--- src/rtl/ext_irq_pkg.sv ---
// rtl/ext_irq_pkg.sv - shared types and constants for the external interrupt controller
package ext_irq_pkg;

   typedef enum logic [1:0] {
      ST_IDLE    = 2'd0,
      ST_REQ     = 2'd1,
      ST_SERVICE = 2'd2
   } irq_state_e;

   localparam logic [2:0] REG_ENABLE  = 3'd0;
   localparam logic [2:0] REG_EDGE    = 3'd1;
   localparam logic [2:0] REG_PENDING = 3'd2;
   localparam logic [2:0] REG_CLAIM   = 3'd3;
   localparam logic [2:0] REG_STATUS  = 3'd4;

   // Smallest ID width that can encode IDs 0..num_src.
   function automatic int id_width(input int num_src);
      int w;
      w = 1;
      while ((1 << w) <= num_src) w = w + 1;
      return w;
   endfunction

endpackage

--- src/rtl/irq_sync_edge.sv ---
// rtl/irq_sync_edge.sv - per-source synchroniser with registered level and rising-edge pulse
module irq_sync_edge #(
   parameter int SYNC_STAGES = 2
) (
   input  logic clk_i,
   input  logic reset_i,
   input  logic src_i,
   output logic level_o,
   output logic rise_o
);

   logic [SYNC_STAGES-1:0] sync_q;
   logic                   level_q;
   logic                   rise_q;

   // level_q doubles as the edge history, so level and rise line up on the same cycle.
   always_ff @(posedge clk_i or posedge reset_i) begin
      if (reset_i) begin
         sync_q  <= '0;
         level_q <= 1'b0;
         rise_q  <= 1'b0;
      end else begin
         sync_q  <= {sync_q[SYNC_STAGES-2:0], src_i};
         level_q <= sync_q[SYNC_STAGES-1];
         rise_q  <= sync_q[SYNC_STAGES-1] & ~level_q;
      end
   end

   assign level_o = level_q;
   assign rise_o  = rise_q;

endmodule

--- src/rtl/ext_irq_ctrl.sv ---
// rtl/ext_irq_ctrl.sv - external interrupt controller with fixed priority and claim/complete
module ext_irq_ctrl
   import ext_irq_pkg::*;
#(
   parameter int NUM_SRC     = 16,
   parameter int SYNC_STAGES = 2,
   parameter int ID_W        = id_width(NUM_SRC)
) (
   input  logic               clk_i,
   input  logic               reset_i,
   input  logic [NUM_SRC-1:0] src_i,
   input  logic               irq_ack_i,
   input  logic               reg_we_i,
   input  logic [2:0]         reg_addr_i,
   input  logic [31:0]        reg_wdata_i,
   output logic [31:0]        reg_rdata_o,
   output logic               meip_o,
   output logic [ID_W-1:0]    irq_id_o
);

   logic [NUM_SRC-1:0] level, rise;
   logic [NUM_SRC-1:0] enable_q, edge_q, pend_q, pend_d;
   logic [NUM_SRC-1:0] active, sel_oh, claim_clr, w1c, edge_on, wdata_src;
   logic [ID_W-1:0]    sel_id, id_q, id_d, svc_id_q, svc_id_d;
   logic               meip_q, meip_d, claim_wr;
   irq_state_e         state_q, state_d;

   for (genvar g = 0; g < NUM_SRC; g++) begin : g_sync
      irq_sync_edge #(.SYNC_STAGES(SYNC_STAGES)) u_sync (
         .clk_i   (clk_i),
         .reset_i (reset_i),
         .src_i   (src_i[g]),
         .level_o (level[g]),
         .rise_o  (rise[g])
      );
   end

   assign wdata_src = reg_wdata_i[NUM_SRC-1:0];
   assign claim_wr  = reg_we_i && (reg_addr_i == REG_CLAIM);
   assign w1c       = (reg_we_i && reg_addr_i == REG_PENDING) ? wdata_src : '0;
   assign edge_on   = (reg_we_i && reg_addr_i == REG_EDGE) ? (wdata_src & ~edge_q) : '0;
   assign active    = pend_q & enable_q;

   // Descending scan so the lowest active index is the one left standing.
   always_comb begin
      sel_id = '0;
      sel_oh = '0;
      for (int i = NUM_SRC - 1; i >= 0; i--) begin
         if (active[i]) begin
            sel_id    = ID_W'(i + 1);
            sel_oh    = '0;
            sel_oh[i] = 1'b1;
         end
      end
   end

   // A new rising edge outranks a clear landing on the same cycle.
   always_comb begin
      pend_d = '0;
      for (int i = 0; i < NUM_SRC; i++) begin
         if (edge_q[i])
            pend_d[i] = (pend_q[i] & ~(w1c[i] | claim_clr[i])) | rise[i];
         else
            pend_d[i] = level[i] & ~edge_on[i];
      end
   end

   always_comb begin
      state_d   = state_q;
      meip_d    = meip_q;
      id_d      = id_q;
      svc_id_d  = svc_id_q;
      claim_clr = '0;
      case (state_q)
         ST_IDLE: begin
            if (|active) begin
               state_d = ST_REQ;
               meip_d  = 1'b1;
               id_d    = sel_id;
            end
         end
         ST_REQ: begin
            if (active == '0) begin
               state_d = ST_IDLE;
               meip_d  = 1'b0;
               id_d    = '0;
            end else if (irq_ack_i) begin
               state_d   = ST_SERVICE;
               meip_d    = 1'b0;
               id_d      = sel_id;
               svc_id_d  = sel_id;
               claim_clr = sel_oh;
            end else begin
               id_d = sel_id;
            end
         end
         ST_SERVICE: begin
            meip_d = 1'b0;
            id_d   = svc_id_q;
            if (claim_wr && reg_wdata_i == 32'(svc_id_q)) begin
               state_d  = ST_IDLE;
               svc_id_d = '0;
               id_d     = '0;
            end
         end
         default: begin
            state_d  = ST_IDLE;
            meip_d   = 1'b0;
            id_d     = '0;
            svc_id_d = '0;
         end
      endcase
   end

   always_ff @(posedge clk_i or posedge reset_i) begin
      if (reset_i) begin
         state_q  <= ST_IDLE;
         meip_q   <= 1'b0;
         id_q     <= '0;
         svc_id_q <= '0;
         enable_q <= '0;
         edge_q   <= '0;
         pend_q   <= '0;
      end else begin
         state_q  <= state_d;
         meip_q   <= meip_d;
         id_q     <= id_d;
         svc_id_q <= svc_id_d;
         pend_q   <= pend_d;
         if (reg_we_i && reg_addr_i == REG_ENABLE) enable_q <= wdata_src;
         if (reg_we_i && reg_addr_i == REG_EDGE)   edge_q   <= wdata_src;
      end
   end

   always_comb begin
      case (reg_addr_i)
         REG_ENABLE:  reg_rdata_o = 32'(enable_q);
         REG_EDGE:    reg_rdata_o = 32'(edge_q);
         REG_PENDING: reg_rdata_o = 32'(pend_q);
         REG_CLAIM:   reg_rdata_o = 32'(svc_id_q);
         REG_STATUS:  reg_rdata_o = {30'b0, state_q};
         default:     reg_rdata_o = '0;
      endcase
   end

   assign meip_o   = meip_q;
   assign irq_id_o = id_q;

endmodule

--- config.mk ---
export PLATFORM = sky130hd
export DESIGN_NAME = ext_irq_ctrl
export DESIGN_NICKNAME = d
export VERILOG_FILES = /design/src/rtl/ext_irq_pkg.sv /design/src/rtl/irq_sync_edge.sv /design/src/rtl/ext_irq_ctrl.sv
export SDC_FILE = /design/constraint.sdc
export NUM_CORES = 1
export LEC_CHECK = 0
export CAP_MARGIN = 20
export CORE_MARGIN = 1.5
export CORE_UTILIZATION = 53
export CTS_CLUSTER_DIAMETER = 80
export DETAILED_ROUTE_END_ITERATION = 8
export PLACE_DENSITY = 0.83
export SETUP_SLACK_MARGIN = 0.05
export SLEW_MARGIN = 0
export SYNTH_ARGS = -nofsm -noshare
export SYNTH_HDL_FRONTEND = slang
export SYNTH_SLANG_ARGS = --single-unit
--- constraint.sdc ---
create_clock -name clk_i -period 5.4 [get_ports clk_i]
set_input_delay 1.08 -clock clk_i [delete_from_list [all_inputs] [get_ports clk_i]]
set_output_delay 1.08 -clock clk_i [all_outputs]
set_load 0.005 [all_outputs]
==> results of run 1 <==
cell usage after synthesis (all sizes together) (9+ instances only):
cell / number
o211ai: 17
nor2b: 18
clkbuf: 12
buf: 21
mux2i: 13
nand2: 114
a21oi: 25
mux2: 13
nor2: 26
inv: 20
o2111ai: 9
a31oi: 9
nand3: 14
o21ai: 12
dfrtp: 125
placed cells by master (no fill, tap or decap), drive strengths merged, types with 3 or more instances in the layout:
| master | count |
|---|---|
| a21oi | 25 |
| a222oi | 4 |
| a22o | 3 |
| a22oi | 4 |
| a31oi | 9 |
| and2 | 4 |
| buf | 10 |
| clkbuf | 18 |
| clkdlybuf4s50 | 76 |
| clkinv | 3 |
| conb | 16 |
| dfrtp | 125 |
| ha | 4 |
| inv | 29 |
| mux2 | 13 |
| mux2i | 13 |
| mux4 | 4 |
| nand2 | 114 |
| nand3 | 14 |
| nand4 | 7 |
| nor2 | 26 |
| nor2b | 18 |
| nor4 | 7 |
| o2111ai | 9 |
| o211ai | 17 |
| o21ai | 12 |
| o22ai | 6 |
| xnor2 | 5 |
cell type report:
| type | instances | area [um2] |
|---|---|---|
| Clock buffer | 17 | 414 |
| Multi-Input combinational cell | 367 | 2210 |
| Inverter | 20 | 77.6 |
| Sequential cell | 125 | 3130 |
| Tap cell | 136 | 170 |
| Timing Repair Buffer | 87 | 843 |
| Clock inverter | 15 | 150 |
| Fill cell | 743 | 3230 |
power by group through the flow:
stage / logic, mW / registers [mW] / clock network [mW]
floorplan: 0.419 / 1.18 / 0
global placement: 0.625 / 1.21 / 0
detailed placement: 0.640 / 1.22 / 0
CTS: 0.649 / 1.21 / 1.10
global route: 0.714 / 1.23 / 1.15
finish: 0.656 / 1.22 / 1.09
cell families after synthesis:
logic type                 Yosys count  share of synthesized area [%]
AOI/OAI and AO/OA                  104                           13.0
xor gates and xnor gates             5                          0.790
adders and majority gates            4                          0.903
buffers and inverters               53                           4.83
DFF                                125                           56.4
muxes                               30                           6.62
other                                1                         0.0677
and+or+nand+nor                    208                           17.4
worst paths after layout:
path / from / endpoint / slack, ns / cells after the start
hold / removal: g_sync[14].u_sync.sync_q[0]$_DFF_PP0_ / g_sync[14].u_sync.sync_q[1]$_DFF_PP0_ / 0.35 / 0
setup / recovery: reg_addr_i[1] / reg_rdata_o[9] / 1.01 / 7
min in group asynchronous: reset_i / g_sync[10].u_sync.sync_q[0]$_DFF_PP0_ / 0.81 / 2
hold reg to reg: g_sync[14].u_sync.sync_q[0]$_DFF_PP0_ / g_sync[14].u_sync.sync_q[1]$_DFF_PP0_ / 0.35 / 0
setup reg to reg: pend_q[11]$_DFF_PP0_ / irq_id_o[3]$_DFFE_PP0P_ / 2.53 / 5
max in group asynchronous: reset_i / irq_id_o[2]$_DFFE_PP0P_ / 3.54 / 3
state kept, by name (all words and copies together) (netlist names):
name and flops:
g_sync.u_sync.sync_q 32, edge_q 16, enable_q 16, g_sync.u_sync.level_o 16, g_sync.u_sync.rise_o 16, pend_q 16
irq_id_o 5, svc_id_q 5, state_q 2, meip_o 1
metal layers:
metal	track usage, %	vias up	wire [um]
li1	-	2037	-
met4	11.3	0	415
met3	5.94	43	1300
met2	44.1	302	6930
met5	0	-	0
met1	35.8	2224	5730
==> reports/metrics.csv, run 1 <==
stage,metric,value,unit
outcome,status,finished clean,
sta,slew of the pin with the lowest slew margin,0.857,ns
die,Initial Utilization,54.2,%
cts,H-tree depth,4,
hold_path,worst hold path class,register to register,
setup_path,Worst Setup End Kind,output pin,
sta,RSZ-0062 raised after global routing,no,
synth,number of synthesized flops with an enable pin,0,
synth,count of different cell masters after synthesis,59,
flow_run,Max-cap violations,0,
power_and_ir_drop,total chip power,2.96,mW
detailed_routing,total number of vias,4606,
place,Inst Count DP,734,
global_route,pin count of the biggest net entering global routing,66,
global_route,global-route wire length before repair,23.3,mm
setup_path,crit-path cells,clkdlybuf4s50_1 > buf_4 > nor2b_1 > buf_4 > a21oi_1 > nor2_1 > clkdlybuf4s50_1,
power_and_ir_drop,pwr/cell area,423,nW/um2
power_and_ir_drop,share of power burned in registers,41.1,%
sta,Max Transition Viols Final,0,
setup_path,worst setup path class,primary input to output pin,
detailed_routing,Detailed Route Iter0 Violations,488,
detailed_routing,Pre-antenna DRT Iters,6,
synth,Yosys warnings,0,
detailed_routing,ANT nets after route,0,
layout,Util after Layout,68.4,%
global_route,GRT Total Usage,27.3,%
sta,final setup vio count,0,
cts,clock latency at the later pin of the worst-skew pair,0.52,ns
sta,"crit path setup slack, layout",1.01,ns
setup_path,Critical Path AT,3.31,ns
sta,minimum clock period,4.39,ns
synth,ys async rst share,100,%
sta,Final Cycle Share,81.3,%
cts,# Post-CTS Setup Buffers,0,
global_route,vias in the first global route,4556,
cts,Root Driver,clkbuf_8,
power_and_ir_drop,Comb pwr share,22.1,%
place,Routability Congestion,0.903,
cts,TritonCTS Buffers,17,
power_and_ir_drop,Leakage,3.03,nW
detailed_routing,DRT Wirelength,14.4,mm
synth,mapped cell area,5540,um2
detailed_routing,DR vias/cell,6.01,
die,num ports,93,
setup_path,Worst Path Max Fanout,23,
die,num rows,37,
setup_path,worst path bufs/invs,4,
sta,fmax,228,MHz
detailed_routing,DRC,0,
die,Die Area,11100,um2
die,Core Area,10200,um2
synth,Mapped Cells,530,
layout,design area,7000,um2
sta,Clock Skew,0.00964,ns
synth,post-synthesis sequential area ratio,56.4,%
setup_path,dominant delay contributor by cell family on the critical path,buffers and inverters,
global_route,initial antenna violation count,0,
synth,Synth top area share,56.4,%
cts,Hold Buf Count CTS,0,
global_route,GR Overflow Total,0,
power_and_ir_drop,net switching fraction of the power,32.5,%
layout,Area Overhead vs Synth,26.3,%
cts,CTS tree,built,
sta,"Hold Vio Cnt, Final",0,
setup_path,Worst path max stage delay,0.60,ns
power_and_ir_drop,Psw,0.963,mW
setup_path,crit path launch type,primary input,
synth,"flops & latches, synth",125,
synth,Mean Syn Cell Area,10.5,um2
synth,"top cells by area, synth","dfrtp_1, nand2_1, mux2_2",
place,hpwl dp,9.66,mm
die,Die Y,105,um
power_and_ir_drop,Int Pwr,2.00,mW
cts,post-CTS sizing,0,
sta,worst hold slack,0.348,ns
synth,top_reg_cell synth,dfrtp_1,
setup_path,slowest cell on the critical path,nor2b_1,
place,Port-buffer cells,76,
layout,Finished Layout Cells,767,
cts,clock net sink count,125,
sta,normalized max-slew margin,42.7,%
cts,Max clock buf depth,2,
power_and_ir_drop,Peak VDD IR,0.000250,V
setup_path,"Req. time, crit path",4.32,ns
cts,clock slew at reported path FFs,0.07,ns
detailed_routing,wire per inst,18.7,um
layout,n_diodes,0,
power_and_ir_drop,Clock Power Share,36.8,%
layout,Nets,677,
synth,cell type with the largest total area after synthesis,dfrtp_1,
die,Chip Width,105,um
place,DP Worst Slack,1.10,ns
layout,layout cells sized above 1,10.8,%
sta,setup TNS,0,ns
place,Placed Area,6430,um2
Power figures use the tool's default switching activity.
==> run 2, diff against run 1 <==
==> constraint.sdc (replaced) <==
create_clock -name clk_i -period 4.4 [get_ports clk_i]
set_input_delay 0.88 -clock clk_i [delete_from_list [all_inputs] [get_ports clk_i]]
set_output_delay 0.88 -clock clk_i [all_outputs]
set_load 0.005 [all_outputs]
==> run 2 against run 1 <==
  * Die area is the same
  * Flip-flop and latch count is the same
  * Combinational power grew 25%
  * Clock power grew 21%
  * Global-route usage grew 0.34 points
  * Power grew 23%
  * Worst hold slack lost 0.0062 ns
  * Via count shrank 0.54%
==> reports/metrics.csv, run 2 (synthesis results as in run 1) <==
stage,metric,value,unit,change
outcome,status,finished clean,,
sta,"crit path setup slack, layout",0.551,ns,-0.457 ns
power_and_ir_drop,Clock Power Share,36.3,%,-0.5 points
cts,clock net sink count,125,,unchanged
cts,clock slew at reported path FFs,0.06,ns,about the same
cts,CTS tree,built,,
cts,H-tree depth,4,,unchanged
global_route,global-route wire length before repair,23.3,mm,unchanged
die,num rows,37,,unchanged
cts,post-CTS sizing,0,,unchanged
global_route,pin count of the biggest net entering global routing,73,,+11%
sta,RSZ-0062 raised after global routing,no,,
sta,final setup vio count,0,,unchanged
detailed_routing,total number of vias,4581,,-0.54%
place,Port-buffer cells,76,,unchanged
die,Initial Utilization,54.2,%,unchanged
power_and_ir_drop,Int Pwr,2.53,mW,+27%
layout,layout cells sized above 1,10.9,%,+0.11 points
setup_path,"Req. time, crit path",3.52,ns,-0.80 ns
detailed_routing,Detailed Route Iter0 Violations,495,,+1.4%
layout,multi-input logic area,2210,um2,unchanged
detailed_routing,wire per inst,18.8,um,+0.21%
sta,setup TNS,0,ns,unchanged
sta,Clock Skew,0.00819,ns,-0.00145 ns
place,DP Worst Slack,0.606,ns,-0.491 ns
power_and_ir_drop,Comb pwr share,22.5,%,+0.4 points
sta,Final Cycle Share,87.5,%,
setup_path,crit path launch type,primary input,,
layout,largest register by flop count,g_sync.u_sync.sync_q,,
hold_path,worst hold path class,register to register,,
detailed_routing,ANT nets after route,0,,unchanged
setup_path,Worst Path Max Fanout,11,,-52%
power_and_ir_drop,share of power burned in registers,41.2,%,about the same
setup_path,R2R depth,5,,unchanged
detailed_routing,Pre-antenna DRT Iters,6,,unchanged
global_route,initial antenna violation count,0,,unchanged
layout,most frequent cells in the layout,"dfrtp_1, nand2_1, clkdlybuf4s50_1, nor2_1, a21oi_1",,
sta,normalized max-slew margin,37.7,%,-5.0 points
cts,Hold Buf Count CTS,0,,unchanged
global_route,GRT Total Usage,27.6,%,+0.34 points
flow_run,Max-cap violations,0,,unchanged
cts,TritonCTS Buffers,17,,unchanged
layout,max FFs per register,32,,unchanged
global_route,vias in the first global route,4582,,+0.57%
setup_path,worst setup path class,primary input to output pin,,
sta,Max Transition Viols Final,0,,unchanged
place,Placed Area,6460,um2,+0.55%
power_and_ir_drop,pwr/cell area,517,nW/um2,+22%
detailed_routing,DRT Wirelength,14.5,mm,+0.60%
power_and_ir_drop,Peak VDD IR,0.000284,V,+14%
setup_path,Worst Setup End Kind,output pin,,
layout,Finished Layout Cells,770,,+0.39%
cts,clock latency at the later pin of the worst-skew pair,0.53,ns,about the same
cts,Root Driver,clkbuf_8,,
layout,n_diodes,0,,unchanged
power_and_ir_drop,net switching fraction of the power,30.4,%,-2.1 points
layout,Area Overhead vs Synth,26.9,%,
cts,Max clock buf depth,2,,unchanged
place,Routability Congestion,0.915,,+1.4%
global_route,GR Overflow Total,0,,unchanged
layout,FILL cells,752,,+1.2%
place,Inst Count DP,737,,+0.41%
die,num ports,93,,unchanged
die,Die Y,105,um,unchanged
hold_path,Hold Path Cell Cnt,0,,unchanged
power_and_ir_drop,total chip power,3.64,mW,+23%
die,Core Area,10200,um2,unchanged
power_and_ir_drop,Leakage,3.05,nW,+0.56%
setup_path,Critical Path AT,2.97,ns,-0.34 ns
detailed_routing,DRC,0,,unchanged
sta,fmax,260,MHz,
sta,slew of the pin with the lowest slew margin,0.932,ns,+0.0744 ns
place,hpwl dp,9.60,mm,-0.57%
die,Chip Width,105,um,unchanged
detailed_routing,DR vias/cell,5.95,,-0.93%
layout,design area,7030,um2,+0.52%
sta,"Hold Vio Cnt, Final",0,,unchanged
layout,register area,3130,um2,unchanged
layout,"commonest non-fill, non-tap cell in the layout",dfrtp_1,,
layout,Nets,680,,+0.44%
die,Die Area,11100,um2,unchanged
sta,minimum clock period,3.85,ns,
power_and_ir_drop,Psw,1.10,mW,+15%
cts,# Post-CTS Setup Buffers,0,,unchanged
[run 2: path summary, 6_finish.rpt]
check,startpoint,slack [ns],to
setup / recovery,reg_addr_i[1],0.55,reg_rdata_o[8]
hold / removal,g_sync[10].u_sync.sync_q[0]$_DFF_PP0_,0.34,g_sync[10].u_sync.sync_q[1]$_DFF_PP0_
setup reg to reg,pend_q[11]$_DFF_PP0_,1.67,irq_id_o[3]$_DFFE_PP0P_
hold reg to reg,g_sync[10].u_sync.sync_q[0]$_DFF_PP0_,0.34,g_sync[10].u_sync.sync_q[1]$_DFF_PP0_
max in group asynchronous,reset_i,2.71,enable_q[1]$_DFFE_PP0P_
min in group asynchronous,reset_i,0.91,g_sync[10].u_sync.sync_q[1]$_DFF_PP0_
[run 2: critical path: stages]
cell,delay (ns)
clkdlybuf4s50_1,0.83
buf_4,0.31
mux2i_1,0.26
nor2_1,0.07
a21oi_1,0.11
nor2_1,0.05
clkdlybuf4s50_1,0.45
[run 2: power by group through the flow]
stage                     registers (mW)  clock network (mW)  logic, mW
after global placement              1.49                   0      0.780
after floorplan                     1.45                   0      0.514
final                               1.50                1.32      0.819
after global routing                1.52                1.39      0.898
after detailed placement            1.50                   0      0.801
after CTS                           1.49                1.34      0.813
[run 2: cell type report]
cell class                      count  share of cell area [%]
Clock buffer                       21                    6.39
Sequential cell                   125                    44.5
Multi-Input combinational cell    367                    31.5
Inverter                           20                    1.10
Tap cell                          136                    2.42
Clock inverter                     11                    1.65
Timing Repair Buffer               90                    12.5
[run 2: metrics by stage]
stage / hold WS (ns) / utilization, %
2_1_floorplan: 0.331 / -
3_3_place_gp: 0.332 / 63.2
3_5_place_dp: 0.335 / 63.2
4_1_cts: 0.348 / 68.7
5_1_grt: 0.355 / 68.8
6_report: 0.342 / 68.8
[run 2: routing by layer]
metal	GRT usage (%)	vias up	share of wire, %
met5	0	-	0
met4	12.2	0	2.3
met3	6.25	37	7.5
met2	45.3	272	50
met1	35.2	2230	41
li1	-	2042	-
==> run 3, diff against run 2 <==
--- a/config.mk
+++ b/config.mk
@@ -11,7 +11,7 @@
 export CTS_CLUSTER_DIAMETER = 80
 export DETAILED_ROUTE_END_ITERATION = 8
 export PLACE_DENSITY = 0.83
-export SETUP_SLACK_MARGIN = 0.05
+export SETUP_SLACK_MARGIN = 0.1
 export SLEW_MARGIN = 0
 export SYNTH_ARGS = -nofsm -noshare
 export SYNTH_HDL_FRONTEND = slang
==> results of run 3 <==
Same layout as run 2: the final DEF is identical, and so are final timing and power.
